[config.mk]
export PLATFORM = sky130hd
export DESIGN_NAME = pit_table
export DESIGN_NICKNAME = d
export VERILOG_FILES = /design/src/rtl/pit_pkg.sv /design/src/rtl/pit_match.sv /design/src/rtl/pit_table.sv
export SDC_FILE = /design/constraint.sdc
export NUM_CORES = 2
export LEC_CHECK = 0
export CAP_MARGIN = 25
export CELL_PAD_IN_SITES_DETAIL_PLACEMENT = 1
export CELL_PAD_IN_SITES_GLOBAL_PLACEMENT = 1
export CORE_MARGIN = 2
export CORE_UTILIZATION = 44
export CTS_CLUSTER_DIAMETER = 30
export DETAILED_ROUTE_END_ITERATION = 12
export GPL_TIMING_DRIVEN = 0
export PLACE_DENSITY_LB_ADDON = 0.1
export SLEW_MARGIN = 25
export SYNTH_ARGS = -nofsm -noshare
export SYNTH_HDL_FRONTEND = slang
export SYNTH_HIERARCHICAL = 1
export SYNTH_SLANG_ARGS = --single-unit
export TNS_END_PERCENT = 5
[constraint.sdc]
create_clock -name clk -period 4.32 [get_ports clk]
set_clock_uncertainty 0.15 [all_clocks]
set_input_delay 1.296 -clock clk [delete_from_list [all_inputs] [get_ports clk]]
set_output_delay 1.296 -clock clk [all_outputs]
set_load 0.02 [all_outputs]
[src/rtl/pit_pkg.sv]
// Shared constants, FSM state encodings and the table entry layout for the
// Pending Interest Table.
package pit_pkg;

  localparam int PREFIX_W   = 64;
  localparam int LEN_W      = 6;
  localparam int DATA_BYTES = 1024;

  typedef enum logic [1:0] {
    I_IDLE    = 2'd0,
    I_CHECK   = 2'd1,
    I_FORWARD = 2'd2
  } int_state_e;

  typedef enum logic [1:0] {
    D_IDLE    = 2'd0,
    D_LOOKUP  = 2'd1,
    D_REPLY   = 2'd2,
    D_RECEIVE = 2'd3
  } data_state_e;

  typedef struct packed {
    logic                valid;
    logic [PREFIX_W-1:0] prefix;
    logic [LEN_W-1:0]    len;
  } pit_entry_t;

endpackage

[src/rtl/pit_match.sv]
// Parallel comparator over every table slot: reports a matching valid entry
// and the lowest free slot.
module pit_match
  import pit_pkg::*;
#(
  parameter int ENTRIES = 8,
  parameter int IDX_W   = $clog2(ENTRIES)
) (
  input  pit_entry_t [ENTRIES-1:0] entries,
  input  logic [PREFIX_W-1:0]      prefix,
  input  logic [LEN_W-1:0]         len,
  output logic                     hit,
  output logic [IDX_W-1:0]         hit_idx,
  output logic                     has_free,
  output logic [IDX_W-1:0]         free_idx
);

  // Scanning downwards leaves the lowest qualifying index in each result.
  always_comb begin
    hit      = 1'b0;
    hit_idx  = '0;
    has_free = 1'b0;
    free_idx = '0;
    for (int i = ENTRIES - 1; i >= 0; i--) begin
      if (entries[i].valid && entries[i].len == len && entries[i].prefix == prefix) begin
        hit     = 1'b1;
        hit_idx = IDX_W'(i);
      end
      if (!entries[i].valid) begin
        has_free = 1'b1;
        free_idx = IDX_W'(i);
      end
    end
  end

endmodule

[src/rtl/pit_table.sv]
// Pending Interest Table: records forwarded interests, sends misses to the FIB,
// and answers the FIB's data handshake by streaming content and retiring entries.
module pit_table
  import pit_pkg::*;
#(
  parameter int ENTRIES = 8,
  parameter int CNT_W   = $clog2(ENTRIES + 1),
  parameter int IDX_W   = $clog2(ENTRIES)
) (
  input  logic                clk,
  input  logic                rst,
  // Interest handshake: a transfer happens on a rising edge where
  // interest_valid && interest_ready; the payload must be stable while valid.
  input  logic                interest_valid,
  input  logic [PREFIX_W-1:0] interest_prefix,
  input  logic [LEN_W-1:0]    interest_len,
  output logic                interest_ready,
  output logic                interest_dropped,
  output logic [PREFIX_W-1:0] pit_in_prefix,
  output logic [LEN_W-1:0]    pit_in_len,
  output logic                fib_out_bit,
  input  logic [PREFIX_W-1:0] pit_out_prefix,
  input  logic [LEN_W-1:0]    pit_out_len,
  input  logic                prefix_ready,
  input  logic [7:0]          out_data,
  output logic                rejected,
  output logic                start_send_to_pit,
  output logic [7:0]          data_out,
  output logic                data_out_valid,
  output logic                data_done,
  output logic [CNT_W-1:0]    entry_count,
  output int_state_e          interest_state,
  output data_state_e         data_state,
  output logic                table_full,
  output logic [IDX_W-1:0]    next_free_idx,
  output logic [IDX_W-1:0]    agg_idx
);

  localparam int BC_W = $clog2(DATA_BYTES) + 1;
  localparam logic [BC_W-1:0] LAST_BYTE = BC_W'(DATA_BYTES - 1);

  pit_entry_t [ENTRIES-1:0] entries;
  logic [PREFIX_W-1:0]      int_prefix_q, dat_prefix_q;
  logic [LEN_W-1:0]         int_len_q, dat_len_q;
  logic                     i_hit, i_has_free, d_hit, d_has_free, d_hit_q;
  logic [IDX_W-1:0]         i_hit_idx, i_free_idx, d_hit_idx, d_free_idx, d_idx_q;
  logic [BC_W-1:0]          byte_cnt;
  logic                     ins, clr;

  pit_match #(.ENTRIES(ENTRIES), .IDX_W(IDX_W)) u_int_match (
    .entries(entries), .prefix(int_prefix_q), .len(int_len_q),
    .hit(i_hit), .hit_idx(i_hit_idx), .has_free(i_has_free), .free_idx(i_free_idx)
  );

  pit_match #(.ENTRIES(ENTRIES), .IDX_W(IDX_W)) u_dat_match (
    .entries(entries), .prefix(dat_prefix_q), .len(dat_len_q),
    .hit(d_hit), .hit_idx(d_hit_idx), .has_free(d_has_free), .free_idx(d_free_idx)
  );

  assign interest_ready = rst && (interest_state == I_IDLE);
  assign table_full     = !d_has_free;
  assign next_free_idx  = d_free_idx;
  assign agg_idx        = i_hit_idx;

  // The slot being cleared is still valid this cycle, so it is never the insert target.
  assign ins = (interest_state == I_CHECK) && !i_hit && i_has_free;
  assign clr = (data_state == D_RECEIVE) && (byte_cnt == LAST_BYTE);

  always_ff @(posedge clk or negedge rst) begin
    if (!rst) begin
      entries     <= '0;
      entry_count <= '0;
    end else begin
      if (ins) entries[i_free_idx] <= '{valid: 1'b1, prefix: int_prefix_q, len: int_len_q};
      if (clr) entries[d_idx_q].valid <= 1'b0;
      case ({ins, clr})
        2'b10:   entry_count <= entry_count + CNT_W'(1);
        2'b01:   entry_count <= entry_count - CNT_W'(1);
        default: entry_count <= entry_count;
      endcase
    end
  end

  always_ff @(posedge clk or negedge rst) begin
    if (!rst) begin
      interest_state   <= I_IDLE;
      int_prefix_q     <= '0;
      int_len_q        <= '0;
      pit_in_prefix    <= '0;
      pit_in_len       <= '0;
      fib_out_bit      <= 1'b0;
      interest_dropped <= 1'b0;
    end else begin
      fib_out_bit      <= 1'b0;
      interest_dropped <= 1'b0;
      case (interest_state)
        I_IDLE: begin
          if (interest_valid) begin
            int_prefix_q   <= interest_prefix;
            int_len_q      <= interest_len;
            interest_state <= I_CHECK;
          end
        end
        I_CHECK: begin
          if (i_hit) begin
            interest_state <= I_IDLE;
          end else if (i_has_free) begin
            fib_out_bit    <= 1'b1;
            pit_in_prefix  <= int_prefix_q;
            pit_in_len     <= int_len_q;
            interest_state <= I_FORWARD;
          end else begin
            interest_dropped <= 1'b1;
            interest_state   <= I_IDLE;
          end
        end
        default: interest_state <= I_IDLE;
      endcase
    end
  end

  always_ff @(posedge clk or negedge rst) begin
    if (!rst) begin
      data_state        <= D_IDLE;
      dat_prefix_q      <= '0;
      dat_len_q         <= '0;
      d_hit_q           <= 1'b0;
      d_idx_q           <= '0;
      byte_cnt          <= '0;
      rejected          <= 1'b0;
      start_send_to_pit <= 1'b0;
      data_out          <= '0;
      data_out_valid    <= 1'b0;
      data_done         <= 1'b0;
    end else begin
      rejected          <= 1'b0;
      start_send_to_pit <= 1'b0;
      data_out_valid    <= 1'b0;
      data_done         <= 1'b0;
      case (data_state)
        D_IDLE: begin
          if (prefix_ready) begin
            dat_prefix_q <= pit_out_prefix;
            dat_len_q    <= pit_out_len;
            data_state   <= D_LOOKUP;
          end
        end
        D_LOOKUP: begin
          d_hit_q           <= d_hit;
          d_idx_q           <= d_hit_idx;
          rejected          <= !d_hit;
          start_send_to_pit <= d_hit;
          data_state        <= D_REPLY;
        end
        D_REPLY: begin
          byte_cnt   <= '0;
          data_state <= d_hit_q ? D_RECEIVE : D_IDLE;
        end
        D_RECEIVE: begin
          data_out       <= out_data;
          data_out_valid <= 1'b1;
          if (byte_cnt == LAST_BYTE) begin
            data_done  <= 1'b1;
            data_state <= D_IDLE;
          end else begin
            byte_cnt <= byte_cnt + BC_W'(1);
          end
        end
        default: data_state <= D_IDLE;
      endcase
    end
  end

endmodule
Word level (Yosys, flattened, before mapping)
Cells that the tools add are included.
{"block": "totals", "ff_bits": 815, "input_bits": 152}
{"block": "op_classes", "addsub": 3, "order_cmp": 4, "n_eq_ne": 43, "n_mux": 78, "n_bitwise": 1, "reduce_logical": 50}
{"op": "$bwmux W568", "n": 2}
{"op": "$mux W568", "n": 2}
{"op": "$eq A64 B64 Y1", "n": 16}
{"op": "$demux W71 S3", "n": 2}
{"op": "$mux W71", "n": 2}
{"op": "$eq A6 B6 Y1", "n": 16}
{"op": "$mux W3", "n": 24}
{"op": "$logic_and A1 B1 Y1", "n": 38}
{"op": "$mux W1", "n": 35}
{"op": "$pmux W11 S2", "n": 1}
{"op": "$mux W2", "n": 6}
{"op": "$add A11 B1 Y11 const B", "n": 1}
{"op": "$eq A11 B10 Y1 const B", "n": 1}
{"op": "$mux W11", "n": 1}
{"op": "$lt A3 B4 Y1 const B", "n": 2}
{"op": "$pmux W2 S4", "n": 1}
{"op": "$pmux W4 S2", "n": 1}
{"op": "$reduce_and A2 Y1", "n": 4}
{"op": "$eq A2 B1 Y1 const B", "n": 3}
{"op": "$eq A2 B2 Y1 const B", "n": 3}
{"op": "$ge A3 B1 Y1 const B", "n": 2}
{"op": "$ne A2 B2 Y1 const B", "n": 3}
{"op": "$add A4 B1 Y4 const B", "n": 1}
{"op": "$logic_not A2 Y1", "n": 2}
{"op": "7 further kinds", "n": 10}

Longest topological paths before layout
{"block": "depth", "word_depth": 17, "mapped_depth": 21}

By module
The synthesis kept the hierarchy.
{"module": "pit_table", "instances": 1, "cells_each": 2181, "area_per_inst_um2": 31237.5}
{"module": "pit_match", "instances": 2, "cells_each": 954, "area_per_inst_um2": 6881.6}

Worst setup path after synthesis
No wires, ideal clock.
{"block": "synth_timing", "path_type": "register to register", "startpoint": "reg int_prefix_q[10]", "endpoint": "reg entry_count[2]", "arrival_time_ps": 4316, "t_required_ps": 4090, "path_slack_ps": -226, "path_stages_with_launch": 22, "synth_period_minus_slack_ps": 4546, "cell_sequence": "dfrtp_1 > clkbuf_1 > xnor2_1 > nand4_1 > nor4_1 > nand4_1 > or4_1 > nor2b_1 > nor2b_1 > nand2_1 > nor3b_2 > nand2_2 > clkbuf_1 > clkbuf_1 > ha_1 > xor2_1 > ha_1 > or3b_2 > o31ai_1 > a21oi_1 > nand2_1 > xor2_1"}
{"block": "synth_between", "elab_chain_len": 15, "elab_cells_between_ends": 31, "cone_classes": "10 x eq/ne; 9 x mux; 12 x reduce/logical"}
{"item": "start: declaration", "line_no": "pit_table.sv:43", "text": "logic [PREFIX_W-1:0] int_prefix_q, dat_prefix_q;"}
{"item": "start signal: assignment", "line_no": "pit_table.sv:99", "text": "int_prefix_q <= interest_prefix;"}
{"item": "$eq A64 B64 Y1", "line_no": "pit_match.sv:25", "text": "if (entries[i].valid && entries[i].len == len && entries[i].prefix == prefix) begin"}
{"item": "$logic_and A1 B1 Y1", "line_no": "pit_match.sv:25"}
{"item": "$mux W1 (7 in series)", "line_no": "pit_match.sv:25"}
{"item": "$mux W1 (*)", "line_no": "pit_match.sv:25"}
{"item": "net i_hit", "line_no": "pit_table.sv:45", "text": "logic i_hit, i_has_free, d_hit, d_has_free, d_hit_q;"}
{"item": "$logic_not A1 Y1 (*)", "line_no": "pit_table.sv:66", "text": "assign ins = (interest_state == I_CHECK) && !i_hit && i_has_free;"}
{"item": "$logic_and A1 B1 Y1 (*) (2 in series)", "line_no": "pit_table.sv:66"}
{"item": "$eq A2 B1 Y1 or $eq A2 B2 Y1 (tied branches)", "line_no": "pit_table.sv:76", "text": "case ({ins, clr})"}
{"item": "$pmux W4 S2 or $reduce_bool A2 Y1 (tied branches)"}
{"item": "end signal: assignment", "line_no": "pit_table.sv:77", "text": "2'b10: entry_count <= entry_count + CNT_W'(1);"}
{"item": "end signal: assignment", "line_no": "pit_table.sv:78", "text": "2'b01: entry_count <= entry_count - CNT_W'(1);"}
{"item": "end signal: assignment", "line_no": "pit_table.sv:79", "text": "default: entry_count <= entry_count;"}
{"item": "end: declaration", "line_no": "pit_table.sv:31", "text": "output logic [CNT_W-1:0] entry_count,"}
The timed path passes the listed nets; every way through them passes the cells marked *.
A chain may end at the register's enable or synchronous reset.

Final worst setup path
{"block": "layout_timing", "startpoint": "reg int_prefix_q[46]", "endpoint": "out agg_idx[0]"}
{"block": "layout_between", "elab_chain_len": 10, "elab_cells_between_ends": 24, "cone_classes": "8 x eq/ne; 8 x mux; 8 x reduce/logical"}
{"item": "$eq A64 B64 Y1", "line_no": "pit_match.sv:25"}
{"item": "$logic_and A1 B1 Y1", "line_no": "pit_match.sv:25"}
{"item": "$mux W3 (7 in series)", "line_no": "pit_match.sv:25"}
{"item": "$mux W3 (*)", "line_no": "pit_match.sv:25"}
{"item": "end: declaration", "line_no": "pit_table.sv:36", "text": "output logic [IDX_W-1:0] agg_idx"}
Every way passes the cells marked *; elsewhere a longest branch is shown, timed or not.

==> results by group <==
Status
  • Status: finished with violations
  • Failing checks: setup timing

Floorplan
  • # rows: 117
  • Die height: 324 um
  • Die width: 324 um
  • Starting Density: 44.3%
  • Core ar.: 0.102 mm^2
  • Die footprint: 0.105 mm^2
  • I/O pin cnt: 252

Route
  • DR iter-0 viols: 5951
  • Vias/cell: 6.69
  • Vias: 42.0k
  • Final WL: 285 mm
  • Final ANT Viol Nets: 0
  • Drt wl/cell: 45.4 um
  • TritonRoute pass-1 iters: 6
  • Post-route DRC: 0

STA
  • Fmax: 0.188 GHz
  • Final Cycle Share: 123%
  • Final Hold Vio Count: 0
  • Setup TNS: -203.28 ns
  • Worst Hold Slack: 0.239 ns
  • Setup violators final: 648
  • Slew margin rel.: 8.76%
  • Slew Limit Fails: 0
  • Min Tclk post-route: 5.32 ns
  • Setup WS post-layout: -0.998 ns
  • Worst-margin pin slew: 1.36 ns
  • RSZ-0062 raised after global routing: yes

Power and ir drop
  • Int Power: 33.3 mW
  • Combinational Power Share: 47.5%
  • Cell Pwr Density: 985 mW/mm^2
  • Switching portion of total power: 44.9%
  • Psw: 27.2 mW
  • Clk pwr share: 27.7%
  • Leak pwr: 27.5 nW
  • Sequential share of power: 24.8%
  • Max IR drop VDD: 0.604 mV

Critical path
  • Largest stage delay, worst path: 0.49 ns
  • Critical Path End Type: primary output
  • CP Data Arrival Time: 3.87 ns
  • CP Class: reg -> out
  • Crit path required time: 2.87 ns
  • Reg2reg path depth: 18
  • CP max stage cell: nand4_1
  • Reg2reg setup slack: -0.63 ns
  • Crit-path max FO: 9
  • Crit-path cells: buf_12 -> xnor2_2 -> nand4_1 -> nor4_4 -> nand4_1 -> buf_6 -> a211oi_4 -> o21ai_2 -> a21oi_2 -> o21ba_1 -> buf_6
  • Startpoint Class: register
  • Worst r2r src: int_prefix_q[39]$_DFFE_PN0P_

Synth
  • Top_reg_cell synth: dfrtp_1
  • EDFF count, synth: 0
  • Ys async rst share: 100%
  • Mapped Cells: 4089
  • Synth Cell Area: 0.0450 mm^2
  • Seq/Total Area, Yosys: 45.3%
  • Net Count, Synth: 4244
  • Yosys Warn Count: 6
  • #FFs+latches synth: 815
  • Yosys cell types: 71
  • Synth Area per Inst: 11.0 um^2

Clock tree
  • Sink Count: 815
  • Clock slew at reported path FFs: 0.04 ns
  • Hold buffer count at cts: 0
  • CTS H-tree lvls: 4
  • TritonCTS clock tree: yes
  • Num CTS Buffers: 211
  • Clk Latency, worst-skew pair: 0.85 ns
  • Clock Path Buffers: 3
  • Clock Tree Root: clkbuf_16

Global route
  • Global route overflow: 0
  • Total GRT Usage: 53.2%
  • Largest net degree at the start of global routing: 118
  • Initial antenna violation count: 43
  • Number of global-route vias before repair: 40.7k
  • First-pass GRT wire length: 366 mm

Cells and area
  • Filler cells: 10.2k
  • Fin util: 60.5%
  • Share of cells above drive strength 1: 33.1%
  • Fin nets: 4855
  • Final Instance Area: 0.0615 mm^2
  • Area Overhead vs Synth: 36.6%

Min path
  • HP Class: in -> async

Place
  • Area post-placement: 0.0506 mm^2
  • Gp weighted congestion: 1.11
  • HPWL Detailed: 191 mm
  • Port bufs: 251

Run
  • Max_cap viols: 0
-- critical path, delay by kind of cell, from the launching register on --
kind	cells	cell delay, ns
and+or+nand+nor	3	1.12
AOI/OAI and AO/OA	4	0.79
buffers and inverters	3	0.49
DFF	1	0.42
xor gates and xnor gates	1	0.19
-- area by class of cell --
cell class	count	area (um^2)	share of cell area, %
Clock buffer	273	5860	9.54
Sequential cell	815	20400	33.2
Inverter	182	697	1.13
Timing Repair Buffer	404	4840	7.87
Buffer	303	2580	4.19
Multi-Input combinational cell	2783	23600	38.4
Clock inverter	125	1720	2.80
Tap cell	1368	1710	2.78
Antenna cell	27	67.6	0.110
-- repair_timing --
action                                  in CTS  in global routing
buffers inserted                            29                 56
endpoints found under the setup margin     652                652
pin swaps                                   46                 54
cloned                                       8                  6
gates resized for setup                    311                249
hold endpoints to repair                     0                  0
-- synthesized netlist by cell type, drive strengths merged, types with 27 or more instances --
| cell type | count | area, um^2 |
|---|---|---|
| a221oi | 36 | 315 |
| a22oi | 30 | 225 |
| buf | 170 | 1060 |
| clkbuf | 139 | 534 |
| dfrtp | 815 | 20400 |
| inv | 180 | 676 |
| mux2 | 639 | 7450 |
| nand2 | 470 | 1770 |
| nand2b | 62 | 388 |
| nand4 | 142 | 888 |
| nor2 | 32 | 120 |
| nor3 | 27 | 145 |
| nor4 | 146 | 968 |
| o22ai | 76 | 475 |
| o2bb2ai | 40 | 350 |
| xnor2 | 392 | 3430 |
| xor2 | 451 | 3950 |
-- through the flow --
stage / power (mW) / instances / setup WS [ns]
CTS: 57.4 / 6193 / -0.782
floorplan: 27.4 / 4089 / 0.0563
global route: 61.0 / 6257 / -0.916
global placement: 38.2 / 5708 / -37.69
detailed placement: 39.6 / 5761 / -2.93
finish: 60.5 / 6280 / -0.998
-- worst max-delay path by stage --
stage	start	endpoint	slack (ns)
CTS	int_prefix_q[3]$_DFFE_PN0P_	agg_idx[2]	-0.78
detailed placement	int_prefix_q[23]$_DFFE_PN0P_	entry_count[2]$_DFFE_PN0P_	-2.93
global route	int_prefix_q[52]$_DFFE_PN0P_	agg_idx[0]	-0.92
finish	int_prefix_q[46]$_DFFE_PN0P_	agg_idx[0]	-1.0
floorplan	int_prefix_q[54]$_DFFE_PN0P_	entry_count[2]$_DFFE_PN0P_	0.06
global placement	rst	fib_out_bit$_DFF_PN0_	-37.69
-- routing by layer --
metal	vias to the layer above	share of wire (%)	global-route usage [%]
li1	15451	-	-
met5	-	0.13	0.231
met4	20	10	43.8
met2	3751	39	70.7
met3	1271	15	27.4
met1	21525	35	63.3
-- logic make-up after synthesis --
group | count (synthesis) | share of synthesized area, %
multiplexers | 639 | 16.6
buffers and inverters | 491 | 5.06
adder cells (fa/ha/maj) | 3 | 0.0834
flip-flops | 815 | 45.3
XOR/XNOR | 843 | 16.4
AND/OR/NAND/NOR | 975 | 11.1
AO/OA/AOI/OAI | 323 | 5.45
-- power by group through the flow --
stage	combinational, mW	sequential, mW	clock (mW)
finish	28.7	15.0	16.8
global route	28.5	15.3	17.2
CTS	26.0	14.7	16.7
detailed placement	24.9	14.7	0
global placement	23.6	14.6	0
floorplan	13.4	14.1	0
-- placed cells by master (no fill, tap or decap), types with 27 or more instances in the layout --
master	count
nand2b_1	62
o2bb2ai_1	40
nor2_1	28
diode_2	27
a221oi_1	35
nor4_2	38
mux2_4	148
a22oi_1	30
nand4_1	142
clkbuf_8	52
buf_12	46
buf_16	28
bufinv_16	30
clkbuf_2	55
clkbuf_1	57
mux2_2	484
xor2_1	450
xnor2_1	369
nor4_1	87
buf_6	37
nand2_1	466
inv_2	45
dfrtp_1	807
clkinv_2	45
buf_4	172
buf_2	34
clkbuf_16	220
o22ai_1	75
inv_1	131
clkdlybuf4s50_1	246
No activity file was read; power rests on OpenSTA's default activity.
